==> config.mk <==
export PLATFORM = sky130hd
export DESIGN_NAME = uart_rx_flat
export DESIGN_NICKNAME = d
export VERILOG_FILES = /design/src/rtl/uart_pkg.sv /design/src/rtl/uart_rx_if.sv /design/src/rtl/uart_rx_sync.sv /design/src/rtl/uart_rx.sv /design/src/flat_wrapper.sv
export SDC_FILE = /design/constraint.sdc
export NUM_CORES = 1
export LEC_CHECK = 0
export CORE_MARGIN = 2
export CORE_UTILIZATION = 52
export DETAILED_ROUTE_END_ITERATION = 6
export HOLD_SLACK_MARGIN = 0.05
export PLACE_DENSITY = 0.75
export REMOVE_ABC_BUFFERS = 1
export SYNTH_ARGS = -nofsm -noshare
export SYNTH_HDL_FRONTEND = slang
export SYNTH_SLANG_ARGS = --single-unit
==> constraint.sdc <==
create_clock -name clk -period 1.85 [get_ports clk]
set_input_delay 0.37 -clock clk [delete_from_list [all_inputs] [get_ports clk]]
set_output_delay 0.37 -clock clk [all_outputs]
set_load 0.05 [all_outputs]
==> src/rtl/uart_pkg.sv <==
// Frame format and receiver state encoding shared by the UART transmitter and receiver.
package uart_pkg;

    localparam int UART_DATA_BITS = 8;

    typedef enum logic [2:0] {
        IDLE,
        START,
        DATA,
        STOP,
        BREAK
    } rx_state_t;

endpackage

==> src/rtl/uart_rx_if.sv <==
// Byte-out side of the UART receiver: received byte, strobes and busy flag.
interface uart_rx_if;
    import uart_pkg::*;

    logic [UART_DATA_BITS-1:0] data;
    logic                      valid;
    logic                      frame_err;
    logic                      busy;

    modport master (output data, output valid, output frame_err, output busy);
    modport slave  (input  data, input  valid, input  frame_err, input  busy);
endinterface

==> src/rtl/uart_rx_sync.sv <==
// Multi-flop synchronizer for the asynchronous rx line; resets to the idle (high) level.
module uart_rx_sync #(
    parameter int SYNC_STAGES = 2
) (
    input  logic clk,
    input  logic rst_n,
    input  logic i_rx,
    output logic o_rx_s
);

    logic [SYNC_STAGES-1:0] r_sync;

    always_ff @(posedge clk or negedge rst_n) begin
        if (!rst_n) begin
            r_sync <= '1;
        end else begin
            r_sync <= {r_sync[SYNC_STAGES-2:0], i_rx};
        end
    end

    assign o_rx_s = r_sync[SYNC_STAGES-1];

endmodule

==> src/rtl/uart_rx.sv <==
// 8N1 UART receiver: mid-bit sampling from a cycle counter, start/stop validation,
// one-cycle valid / frame_err strobes.
module uart_rx
    import uart_pkg::*;
#(
    parameter int CLKS_PER_BIT = 16,
    parameter int SYNC_STAGES  = 2
) (
    input  logic      clk,
    input  logic      rst_n,
    input  logic      rx,
    uart_rx_if.master rx_if
);

    localparam logic [13:0] HALF_M1 = 14'(CLKS_PER_BIT / 2 - 1);
    localparam logic [13:0] FULL_M1 = 14'(CLKS_PER_BIT - 1);

    rx_state_t                 r_state, w_state_nxt;
    logic [13:0]               r_cnt, w_cnt_nxt;
    logic [2:0]                r_bit_idx, w_bit_idx_nxt;
    logic [UART_DATA_BITS-1:0] r_shreg, w_shreg_nxt;
    logic [UART_DATA_BITS-1:0] r_data, w_data_nxt;
    logic                      r_valid, w_valid_nxt;
    logic                      r_frame_err, w_frame_err_nxt;
    logic                      w_rx_s;

    uart_rx_sync #(
        .SYNC_STAGES (SYNC_STAGES)
    ) u_sync (
        .clk    (clk),
        .rst_n  (rst_n),
        .i_rx   (rx),
        .o_rx_s (w_rx_s)
    );

    always_ff @(posedge clk or negedge rst_n) begin
        if (!rst_n) begin
            r_state     <= IDLE;
            r_cnt       <= '0;
            r_bit_idx   <= '0;
            r_shreg     <= '0;
            r_data      <= '0;
            r_valid     <= 1'b0;
            r_frame_err <= 1'b0;
        end else begin
            r_state     <= w_state_nxt;
            r_cnt       <= w_cnt_nxt;
            r_bit_idx   <= w_bit_idx_nxt;
            r_shreg     <= w_shreg_nxt;
            r_data      <= w_data_nxt;
            r_valid     <= w_valid_nxt;
            r_frame_err <= w_frame_err_nxt;
        end
    end

    always_comb begin
        w_state_nxt     = r_state;
        w_cnt_nxt       = r_cnt;
        w_bit_idx_nxt   = r_bit_idx;
        w_shreg_nxt     = r_shreg;
        w_data_nxt      = r_data;
        w_valid_nxt     = 1'b0;
        w_frame_err_nxt = 1'b0;

        unique case (r_state)
            IDLE: begin
                if (!w_rx_s) begin
                    w_state_nxt = START;
                    w_cnt_nxt   = '0;
                end
            end
            // Half a bit after the falling edge: a high line here was only a glitch.
            START: begin
                if (r_cnt == HALF_M1) begin
                    w_cnt_nxt = '0;
                    if (!w_rx_s) begin
                        w_state_nxt   = DATA;
                        w_bit_idx_nxt = '0;
                    end else begin
                        w_state_nxt = IDLE;
                    end
                end else begin
                    w_cnt_nxt = r_cnt + 14'd1;
                end
            end
            DATA: begin
                if (r_cnt == FULL_M1) begin
                    w_cnt_nxt     = '0;
                    w_shreg_nxt   = {w_rx_s, r_shreg[UART_DATA_BITS-1:1]};
                    w_bit_idx_nxt = r_bit_idx + 3'd1;
                    if (r_bit_idx == 3'd7) begin
                        w_state_nxt = STOP;
                    end
                end else begin
                    w_cnt_nxt = r_cnt + 14'd1;
                end
            end
            STOP: begin
                if (r_cnt == FULL_M1) begin
                    w_cnt_nxt = '0;
                    if (w_rx_s) begin
                        w_data_nxt  = r_shreg;
                        w_valid_nxt = 1'b1;
                        w_state_nxt = IDLE;
                    end else begin
                        w_frame_err_nxt = 1'b1;
                        w_state_nxt     = BREAK;
                    end
                end else begin
                    w_cnt_nxt = r_cnt + 14'd1;
                end
            end
            // A held-low line must not be mistaken for a stream of start bits.
            BREAK: begin
                if (w_rx_s) begin
                    w_state_nxt = IDLE;
                end
            end
            default: begin
                w_state_nxt = IDLE;
            end
        endcase
    end

    assign rx_if.data      = r_data;
    assign rx_if.valid     = r_valid;
    assign rx_if.frame_err = r_frame_err;
    // The strobe cycle follows the return to IDLE, so it is folded into busy explicitly.
    assign rx_if.busy      = (r_state != IDLE) || r_valid || r_frame_err;

endmodule
==> src/flat_wrapper.sv <==
// flat-port wrapper written by rule: the top's interface ports become plain ports
module uart_rx_flat import uart_pkg::*;
#(
    parameter int CLKS_PER_BIT = 16,
    parameter int SYNC_STAGES  = 2
)
  (clk, rst_n, rx, rx_if_data, rx_if_valid, rx_if_frame_err, rx_if_busy);
  uart_rx_if rx_if_i ();
  input  logic clk;
  input  logic rst_n;
  input  logic rx;
  output wire logic [$bits(rx_if_i.data)-1:0] rx_if_data;
  output wire logic [$bits(rx_if_i.valid)-1:0] rx_if_valid;
  output wire logic [$bits(rx_if_i.frame_err)-1:0] rx_if_frame_err;
  output wire logic [$bits(rx_if_i.busy)-1:0] rx_if_busy;
  assign rx_if_data = rx_if_i.data;
  assign rx_if_valid = rx_if_i.valid;
  assign rx_if_frame_err = rx_if_i.frame_err;
  assign rx_if_busy = rx_if_i.busy;
  uart_rx #(.CLKS_PER_BIT(CLKS_PER_BIT), .SYNC_STAGES(SYNC_STAGES)) u_core (.clk(clk), .rst_n(rst_n), .rx(rx), .rx_if(rx_if_i));
endmodule
==> impl_results.md <==
- Share of the clock period used by the worst path: 99.7%
- Unrepaired setup endpoints after global routing: yes
- Avg Cell Area, Syn: 11.1 µm²
- YS warnings: 0
- FF-to-FF path depth: 5
- Total grt overflow: 0
- Fmax: around 540 MHz
- IO buf count: 13
- DR pass1 iterations: 4
- Worst flop-to-flop path startpoint: u_core.r_cnt[11]$_DFFE_PN0P_
- WL met1: about 1800 µm
- Layout cells sized above 1: 29.0%
- Top layer used by detailed routing: met4
- Met2 WL post-DR: between 1500 and 2000 µm
- Vias in the first global route: 1,474
- Placed Cells incl. Taps: ~240
- Met3 WL: approximately 150 µm
- Min-Delay Path Class: flop to flop
- Vias: roughly 1,500
- Post-Route WL: 3860 µm
- ANT nets after route: 0
- Slew headroom: 66.4%
- Placed wire-length estimate: roughly 2800 µm
- Worst Path Required: 2.03 ns
- Non-Filler Instances: 255
- Post-Syn Instances: 175
- Antenna Cells: 0
- Leak: roughly 1.2 nW
- Die Width: 65.2 µm
- Final net count: 212
- DR vias/cell: ~5.8
- Num ports: 14
- Post-synth EDFFs: 0
- CP Capture Type: flop
- Status: finished, final reports clean
- Worst slew pin tran: between 0.5 and 0.6 ns
- Critical path peak fanout: 8
- Root Buffer: clkbuf_8
- Row Count: 22
- Worst hold margin: 0.357 ns
- Gate power share: 27.0%
- Crit Path Category: flop to flop
- Initial core utilization: a little over half
- Reg2reg setup slack: 0.006 ns
- Clock latency on the worst-skew pair: 0.29 ns
- Pwr Density: 1040 nW/µm²
- FFs w/ async S/R, synth: 100%
- Worst clock skew: 0.00287 ns
- CTS tree: yes
- Critical Path, Cell by Cell: nor4_4 > buf_4 > and4_4 > nand4_4 > mux2_4
- H-Tree Depth: 2
- Crit. Startpoint: u_core.r_cnt[11]$_DFFE_PN0P_
- Max-Cap Viols: 0
- First-pass GRT wire length: 6800 µm
- Die height: 65.2 µm
- CTS Buf Count: 5
- Crit-path max cell delay: 0.42 ns
- Setup-failing EPs final: 0
- Synthesized flop and latch total: 40
- Net Sw Frac: roughly 33%
- DRC viols: 0
- Sequential area share after synthesis: ~51%
- Cell variety after synth: 41
- Initial antenna violation count: 0
- Final min period: 1.84 ns
- Layout area overhead: 21.9%
- Sink Count: 40
- Hold depth: 0
- Part of the power in registers: 43.6%
- Deepest clock path buffer count: 2
- Final hold violations: 0
- Max Slew Vio Count: 0
- Total track usage: a little over a fifth
- Die area: between 4000 and 5000 µm²
- Psw: 0.810 mW
- CP max stage cell: dfrtp_1
- Worst Setup Start Kind: flop
- Internal cell power: 1.66 mW
- Mean routed wirelength per cell: 15.1 µm
- Mapped Area: just under 2000 µm²
- Largest net degree at the start of global routing: 22
- Final GP Congestion: roughly 0.77
- Arrival time worst endpoint: 2.02 ns
- Peak VDD IR: 0.693 mV
- Predominant post-synthesis flop cell: dfrtp_1
- CTS clk-pin slew, worst paths: 0.08 ns
- Clock share of power: 29.4%
- Initial DRC count: 98
- Hold_sp: u_core.u_sync.r_sync[0]$_DFF_PN1_
- Core area: 3630 µm²
## power groups by stage
stage / Combinational [mW] / Clock, mW / Sequential [mW]
global placement: 0.628 / 0 / 1.08
floorplan: 0.385 / 0 / 1.09
detailed placement: 0.658 / 0 / 1.09
finish: 0.666 / 0.724 / 1.08
CTS: 0.663 / 0.738 / 1.07
global route: 0.752 / 0.777 / 1.09
## cell type report
type	instances	area, µm²
fill	287	1260
sequential	40	1000
multi-input combinational	123	907
timing repair buffer	32	273
clock buffer	5	68.8
tap	48	60.1
clock inverter	3	47.5
inverter	4	15.0
## flip-flops by register name, summed over array words and instances, names as in the netlist
signal	count
u_core.r_shreg	8
u_core.rx_if.frame_err	1
u_core.rx_if.data	8
u_core.r_cnt	14
u_core.u_sync.r_sync	2
u_core.r_bit_idx	3
u_core.rx_if.valid	1
u_core.r_state	3
## metal layers
metal,up-vias,GRT usage [%]
met1,738,28.5
met3,6,4.45
met5,-,0
li1,706,-
met4,0,7.81
met2,30,33.2
## final timing paths
path | to
setup / recovery | u_core.rx_if.data[6]$_DFFE_PN0P_
hold / removal | u_core.u_sync.r_sync[1]$_DFF_PN1_
setup reg to reg | u_core.rx_if.data[6]$_DFFE_PN0P_
hold reg to reg | u_core.u_sync.r_sync[1]$_DFF_PN1_
min in group asynchronous | u_core.r_cnt[13]$_DFFE_PN0P_
max in group asynchronous | u_core.u_sync.r_sync[0]$_DFF_PN1_
## stage by stage
step	instance area [µm²]	setup TNS, ns	total power [mW]	setup slack, ns	utilization, %
2_1_floorplan	1910	-2.35	1.48	-0.291	-
3_3_place_gp	2210	0	1.71	0.0330	60.7
3_5_place_dp	2210	-0.0156	1.75	-0.0105	60.7
4_1_cts	2360	0	2.47	0.00440	64.9
5_1_grt	2380	-0.698	2.62	-0.0769	65.4
6_report	2380	0	2.47	0.00642	65.4
## logic make-up after synthesis
logic type,synth area share (%)
mux,9.82
simple gates,22.3
buf+inv,2.82
fa+ha+maj,1.93
compound gates,10.8
xor+xnor,0.899
flops,51.5
## synthesized netlist by cell type (2+ instances only)
master	number	area (µm²)
a21oi_1	5	25.0
a22o_1	2	17.5
a22oi_1	2	15.0
and2_1	2	12.5
and3_1	6	37.5
and4_1	5	43.8
buf_2	4	20.0
clkbuf_1	2	7.51
dfrtp_1	38	951
dfstp_2	2	52.6
ha_1	3	37.5
inv_1	4	15.0
mux2_1	9	101
mux2_2	8	90.1
nand2_1	18	67.6
nand3_1	16	80.1
nand4_1	4	25.0
nor2_1	8	30.0
nor3_1	2	10.0
nor4_4	2	42.5
o21ai_0	8	40.0
o311ai_0	3	26.3
o31ai_1	2	15.0
or3_1	2	12.5
xor2_1	2	17.5
## worst max-delay path, delay by kind of cell (launching register included)
family	cells	cell delay, ns
buffers and inverters	1	0.17
and+or+nand+nor	3	0.76
DFF	1	0.42
muxes	1	0.36
## placed cells by master, fill, tap and decap left out, drive strengths merged, types with 4 or more instances in the layout
| cell | synthesis | routed |
|---|---|---|
| mux2 | 17 | 17 |
| nand2 | 18 | 18 |
| o21ai | 8 | 8 |
| clkbuf | 3 | 5 |
| and3 | 6 | 6 |
| a21oi | 5 | 5 |
| nor2 | 8 | 8 |
| nand4 | 5 | 5 |
| buf | 5 | 29 |
| dfrtp | 38 | 38 |
| and4 | 5 | 5 |
| nand3 | 16 | 16 |
| inv | 4 | 4 |
## what timing repair did
action,4_1_cts,5_1_grt
hold endpoints to repair,19,0
hold buffers,1,0
buffers inserted,2,1
endpoints found under the setup margin,2,20
gates resized for setup,4,6
pin swaps,1,1
Note: power is estimated with default switching activity, not from simulation.
